`src/rtl/locker_pkg.sv`:
```
// Shared definitions for the sequence lock and its serial key transmitter.
// Holds the FSM state encoding, the unlock code and small sizing helpers.
package locker_pkg;

  typedef enum logic [1:0] {
    ST_IDLE,
    ST_FLUSH,
    ST_SEND,
    ST_CHECK
  } state_t;

  // Both the lock and the transmitter take the code from here.
  localparam int LOCK_CODE_LEN = 5;
  localparam logic [LOCK_CODE_LEN-1:0] LOCK_CODE = 5'b11010;

  function automatic int max3(
    input int a,
    input int b,
    input int c
  );
    int m;
    m = (a > b) ? a : b;
    return (m > c) ? m : c;
  endfunction

  // Width of a counter that must reach n-1; never narrower than 1 bit.
  function automatic int cnt_w(input int n);
    return (n < 2) ? 1 : $clog2(n);
  endfunction

endpackage

```
`src/rtl/locker_key_tx.sv`:
```
// Serial key transmitter: flushes the lock with zeros, shifts the unlock
// code out MSB-first, then watches the lock output, retrying on timeout.
//
// Ports:
//   clk        rising-edge clock
//   rst        asynchronous active-high reset
//   start      request, sampled only while idle
//   unlock_in  lock's Moore output, sampled only in the check window
//   key        serial key bit driven into the lock
//   busy       high in every state except idle
//   done       one-cycle pulse at the end of an operation
//   pass       result, valid from done until the next accepted start
//   tries      attempts used in the current/last operation
module locker_key_tx
  import locker_pkg::*;
#(
  parameter int                  CODE_LEN  = LOCK_CODE_LEN,
  parameter logic [CODE_LEN-1:0] CODE      = LOCK_CODE,
  parameter int                  FLUSH_LEN = 2,
  parameter int                  RESP_WAIT = 2,
  parameter int                  MAX_TRIES = 3
) (
  input  logic                           clk,
  input  logic                           rst,
  input  logic                           start,
  input  logic                           unlock_in,
  output logic                           key,
  output logic                           busy,
  output logic                           done,
  output logic                           pass,
  output logic [$clog2(MAX_TRIES+1)-1:0] tries
);

  localparam int TW = $clog2(MAX_TRIES + 1);
  localparam int CW = cnt_w(max3(FLUSH_LEN, CODE_LEN, RESP_WAIT));

  localparam logic [CW-1:0] FL_LAST = CW'(FLUSH_LEN - 1);
  localparam logic [CW-1:0] CD_LAST = CW'(CODE_LEN - 1);
  localparam logic [CW-1:0] RW_LAST = CW'(RESP_WAIT - 1);
  localparam logic [TW-1:0] MAX_T   = TW'(MAX_TRIES);
  localparam logic [TW-1:0] ONE_T   = TW'(1);

  state_t              r_state;
  logic [CW-1:0]       r_cnt;
  logic [CODE_LEN-1:0] r_sr;
  logic [TW-1:0]       r_tries;
  logic                r_key;
  logic                r_busy;
  logic                r_done;
  logic                r_pass;

  assign key   = r_key;
  assign busy  = r_busy;
  assign done  = r_done;
  assign pass  = r_pass;
  assign tries = r_tries;

  always_ff @(posedge clk or posedge rst) begin
    if (rst) begin
      r_state <= ST_IDLE;
      r_cnt   <= '0;
      r_sr    <= '0;
      r_tries <= '0;
      r_key   <= 1'b0;
      r_busy  <= 1'b0;
      r_done  <= 1'b0;
      r_pass  <= 1'b0;
    end else begin
      r_done <= 1'b0;
      unique case (r_state)
        ST_IDLE: begin
          r_key  <= 1'b0;
          r_busy <= 1'b0;
          if (start) begin
            r_state <= ST_FLUSH;
            r_busy  <= 1'b1;
            r_pass  <= 1'b0;
            r_tries <= ONE_T;
            r_cnt   <= '0;
          end
        end

        // unlock_in is ignored here: flushing a lock that was one
        // bit short of the code can legitimately pulse it.
        ST_FLUSH: begin
          r_key <= 1'b0;
          if (r_cnt == FL_LAST) begin
            r_state <= ST_SEND;
            r_cnt   <= '0;
            r_key   <= CODE[CODE_LEN-1];
            r_sr    <= CODE << 1;
          end else begin
            r_cnt <= r_cnt + 1'b1;
          end
        end

        // The MSB goes out on entry; r_sr holds the remaining bits.
        ST_SEND: begin
          if (r_cnt == CD_LAST) begin
            r_state <= ST_CHECK;
            r_cnt   <= '0;
            r_key   <= 1'b0;
          end else begin
            r_cnt <= r_cnt + 1'b1;
            r_key <= r_sr[CODE_LEN-1];
            r_sr  <= r_sr << 1;
          end
        end

        // A hit in the last window cycle wins over the timeout.
        ST_CHECK: begin
          r_key <= 1'b0;
          if (unlock_in) begin
            r_state <= ST_IDLE;
            r_cnt   <= '0;
            r_busy  <= 1'b0;
            r_done  <= 1'b1;
            r_pass  <= 1'b1;
          end else if (r_cnt == RW_LAST) begin
            r_cnt <= '0;
            if (r_tries < MAX_T) begin
              r_state <= ST_FLUSH;
              r_tries <= r_tries + 1'b1;
            end else begin
              r_state <= ST_IDLE;
              r_busy  <= 1'b0;
              r_done  <= 1'b1;
              r_pass  <= 1'b0;
            end
          end else begin
            r_cnt <= r_cnt + 1'b1;
          end
        end

        default: begin
          r_state <= ST_IDLE;
          r_cnt   <= '0;
          r_key   <= 1'b0;
          r_busy  <= 1'b0;
        end
      endcase
    end
  end

endmodule

```
`config.mk`:
```
export PLATFORM = sky130hd
export DESIGN_NAME = locker_key_tx
export DESIGN_NICKNAME = d
export VERILOG_FILES = /design/src/rtl/locker_pkg.sv /design/src/rtl/locker_key_tx.sv
export SDC_FILE = /design/constraint.sdc
export NUM_CORES = 1
export LEC_CHECK = 0
export CAP_MARGIN = 10
export CORE_MARGIN = 2
export CORE_UTILIZATION = 60
export DETAILED_ROUTE_END_ITERATION = 16
export DONT_BUFFER_PORTS = 1
export HOLD_SLACK_MARGIN = 0.02
export PLACE_DENSITY = 0.76
export SLEW_MARGIN = 20
export SYNTH_ARGS = -nofsm -noshare
export SYNTH_HDL_FRONTEND = slang
export SYNTH_SLANG_ARGS = --single-unit
```
`constraint.sdc`:
```
create_clock -name clk -period 2 [get_ports clk]
set_input_delay 0.3 -clock clk [delete_from_list [all_inputs] [get_ports clk]]
set_output_delay 0.3 -clock clk [all_outputs]
set_load 0.005 [all_outputs]
```
# After elaboration in Yosys (flattened, before gate mapping)
# Cells that the tools add are included.
# op_classes
add_sub_neg	2
mul	0
n_div	0
n_lt_le_gt_ge	1
n_eq_ne	14
shifts	0
muxes	34
n_bitwise	0
n_reduce_logical	9
# ops
operator	n
$mux W2	8
$ne A2 B2 Y1 const B	7
$mux W1	13
$mux W3	4
$pmux W3 S4	1
$mux W5	2
$pmux W5 S2	1
$pmux W2 S4	1
$reduce_and A4 Y1	2
$ne A3 B3 Y1 const B	2
$reduce_and A3 Y1	2
$reduce_and A5 Y1	1
$eq A2 B2 Y1 const B	2
$pmux W1 S2	2
$pmux W2 S2	1
$reduce_bool A2 Y1	2
$add A3 B1 Y3 const B	1
$eq A3 B1 Y1 const B	1
$eq A3 B3 Y1 const B	1
$pmux W1 S3	1
$add A2 B1 Y2 const B	1
$eq A2 B1 Y1 const B	1
$logic_not A2 Y1	1
$lt A2 B2 Y1 const B	1
$reduce_or A2 Y1	1
# totals
ff_bits	16
latch_bits	0
ram_bits	0
romBits	0
in_bits	4
out_inout_bits	6
elab_cells	68
n_memories	0

# Depth between registers and ports, before layout
# depth
depth_word	5
mapped_depth	6
ltp_nobuf	6

# Least setup slack after synthesis
# No wires, ideal clock.
# synth_path
path_type	register to register
from	register r_state[0]
to	register r_state[1]
setup_ns	0.125
arrival_time_ns	1.515
required_time_ns	1.875
path_slack_ns	0.360
path_stages_with_launch	7
path_buffers	0
synth_period_minus_slack_ns	1.640
cell_sequence	dfrtp_1 inv_1 ha_1 nor2b_1 nor2_2 nand2_2 mux2_4
# synth_between
elab_chain_cells	3
elab_cells_between_ends	10
cone_classes	eq/ne: 7; mux: 1; reduce/logical: 2
# synth_lines
element	line_no	rtl
start, declared	locker_key_tx.sv:43	state_t r_state;
start signal, assigned	locker_key_tx.sv:60	r_state <= ST_IDLE;
start signal, assigned	locker_key_tx.sv:75	r_state <= ST_FLUSH;
start signal, assigned	locker_key_tx.sv:88	r_state <= ST_SEND;
$eq A2 B2 Y1, or another cell as far along	locker_key_tx.sv:70	unique case (r_state)
$ne A3 B3 Y1 (no source line) or $ne A2 B2 Y1 (tied branches)	-	
$reduce_and A4 Y1 (no source line)	-	
# Parallel ways exist; a longest one is shown, timed or not.
# A chain may end at the register's enable or synchronous reset.

# Worst setup path in the final report
# layout_path
from	register r_state[1]
to	register r_state[1]
# Same word-level chain as after synthesis.

==> results_dict.tcl <==
set metrics [dict create \
    die_area_mm2 0.00180 \
    coreArea_mm2 0.00133 \
    dpl.hpwl_mm 1.16 \
    setup_viol 0 \
    track_usage_pct 18.1 \
    total_power_w 0.00147 \
    cp-start-kind "flop" \
    ant_nets 0 \
    fin_crit_sh_pct 90.9 \
    ir_drop_mv 0.865 \
    synth.net_count 104 \
    antenna_found_initial 0 \
    power_density_mw_per_mm2 1550 \
    fin_nets 109 \
    wl_mm 1.47 \
    rows 13 \
    clk_latency_ns 0.27 \
    dr.pass1.iters 4 \
    synth_enable_flop_cells 0 \
    avgSynthCellArea_um2 9.95 \
    tightest_slew_ns 0.526 \
    synth_area_leaders "dfrtp_1 (40%), ha_1 (16%), mux2i_1 (4.5%), inv_1 (3.8%), nor2b_1 (3.5%)" \
    post_dp_cell_area_um2 900 \
    grt_setup_unrepaired "false" \
    yosysWarnings 0 \
    async_flop_share_pct 100 \
    syn-instance-count 89 \
    crit_type "reg -> reg" \
    hold_class "in -> reg" \
    run_status "complete, no violations" \
    ys.flop_type "dfrtp_1" \
    setup_tns_ns 0 \
    syn-cell-area_um2 886 \
    io_buffers 0 \
    wl_met2_um 648 \
    cts_sinks 14 \
    crit_required_ns 2.16 \
    fin_skew_ns 0.00466 \
    critPathMaxStageDelay_ns 0.44 \
    detail_route.wl_per_cell_um 13.6 \
    hold-path-cell-count 2 \
    dieHeight_um 42.4 \
    ys_seq_area_share_pct 39.5 \
    hold_viol 0 \
    layout_common_cells "dfrtp_1 (14), ha_1 (11), inv_1 (9), nand2_1 (7)" \
    layout-drive-gt1-share_pct 11.8 \
    tritoncts "done" \
    first_global_vias 577 \
    die_w_um 42.4 \
    drt_iter0_drc 13 \
    top_layer "met4" \
    dpl.cell_count 103 \
    cts_made_buffers 3 \
    worstPathArrival_ns 1.98 \
    start_util_pct 66.4 \
    path_cells "inv_1 > ha_1 > nor2b_1 > nor2_2 > nand2_2 > mux2_4" \
    wl_met1_um 744 \
    final_common_cell "dfrtp_1" \
    synth_cell_types 31 \
    ctsResizeCount 0 \
    power_leakage_nw 0.446 \
    gr-total-overflow 0 \
    startpoint "r_state[1]$_DFFE_PP0P_" \
    ys_seq_elements 14 \
    r2r_start "r_state[1]$_DFFE_PP0P_" \
    stdcell_count 108 \
    cts_root_buffer "clkbuf_4" \
    slew_violations 0 \
    grt_pass1_wl_mm 2.43 \
    slowest_stage "dfrtp_1" \
    worstHoldStart "unlock_in" \
    final_cell_area_um2 946 \
    antenna_cells 0 \
    clkTransAtPathRegs_ns 0.08 \
    timing.final.crit_period_ns 1.82 \
    ff2ff_path_depth 6 \
    gp_congestion 0.828 \
    end_kind "flop" \
    synth_top_area_cell "dfrtp_1" \
    area_growth_pct 6.78 \
    routed-via-count 607 \
    grt_max_degree 15 \
    cap_violations 0 \
    ios 10 \
    wl_met3_um 59 \
    vias_per_cell 5.62 \
    max_freq_mhz 550 \
    cts_max_level 1 \
    cts.path.max_buffers 2 \
    crit_fanout 6 \
    drc 0 \
    timing.slew.headroom_pct 64.9 \
    synth.top_cell.area_share_pct 39.5 \
]
-- worst max-delay path, delay by kind of cell (launching register included) --
kind / cells / cell delay (ns)
fa+ha+maj: 1 / 0.26
flops: 1 / 0.44
simple gates: 3 / 0.57
buf+inv: 1 / 0.15
mux: 1 / 0.29
-- per-layer routing --
layer,global-route usage [%],vias to the layer above
met2,27.4,14
met4,7.50,0
met3,3.02,2
met1,25.5,275
met5,0,-
li1,-,316
-- stage by stage --
stage          setup WS, ns  util, %  hold slack, ns
2_1_floorplan         0.360        -           0.189
3_3_place_gp          0.276     67.4           0.248
3_5_place_dp          0.206     67.4           0.255
4_1_cts               0.193     70.9           0.230
5_1_grt               0.101     70.9           0.247
6_report              0.182     70.9           0.226
-- cell families after synthesis --
logic type	Yosys count	share of synthesized area (%)
DFF	14	39.5
buffers and inverters	10	4.38
AOI/OAI and AO/OA	21	16.7
adders and majority gates	11	15.5
muxes	6	7.49
and+or+nand+nor	27	16.4
-- synthesized netlist by cell type (2+ instances only) --
cell      count
nor2b_1       5
nor2_1        4
inv_1         9
o21ai_0       5
mux2i_1       4
a22o_1        2
nand3_1       3
nand2_1       7
nand2b_1      2
a21oi_1       4
ha_1         11
dfrtp_1      14
-- layout make-up --
type	instances	area, um^2
multi-input cells	65	497
fillers	115	388
flip-flops and latches	14	350
clock buffers	4	36.3
inverters	9	33.8
well taps	15	18.8
repair buffers	1	10.0
-- flip-flops by register name, summed over array words and instances, names as in the netlist --
name / flops
done: 1
r_sr: 3
pass: 1
key: 1
tries: 2
r_state: 2
busy: 1
r_cnt: 3
-- worst paths after layout --
kind	slack, ns	endpoint
worst max-delay path	0.18	r_state[1]$_DFFE_PP0P_
worst min-delay path	0.23	done$_DFF_PP0_
worst max register to register	0.18	r_state[1]$_DFFE_PP0P_
worst min register to register	0.51	r_sr[2]$_DFFE_PP0P_
max in group asynchronous	1.15	r_sr[2]$_DFFE_PP0P_
min in group asynchronous	0.50	busy$_DFFE_PP0P_
-- power breakdown --
| part | internal [W] | switching (W) | leakage [nW] |
|---|---|---|---|
| combinational | 0.000354 | 0.000413 | 0.249 |
| clock | 0.000111 | 0.0000858 | 0.0210 |
| sequential | 0.000401 | 0.000107 | 0.176 |
-- repair_timing --
action / CTS / global route
hold endpoints to repair: 14 / 0
setup buffers: 0 / 0
hold buffers: 1 / 0
No activity file was read; power rests on OpenSTA's default activity.
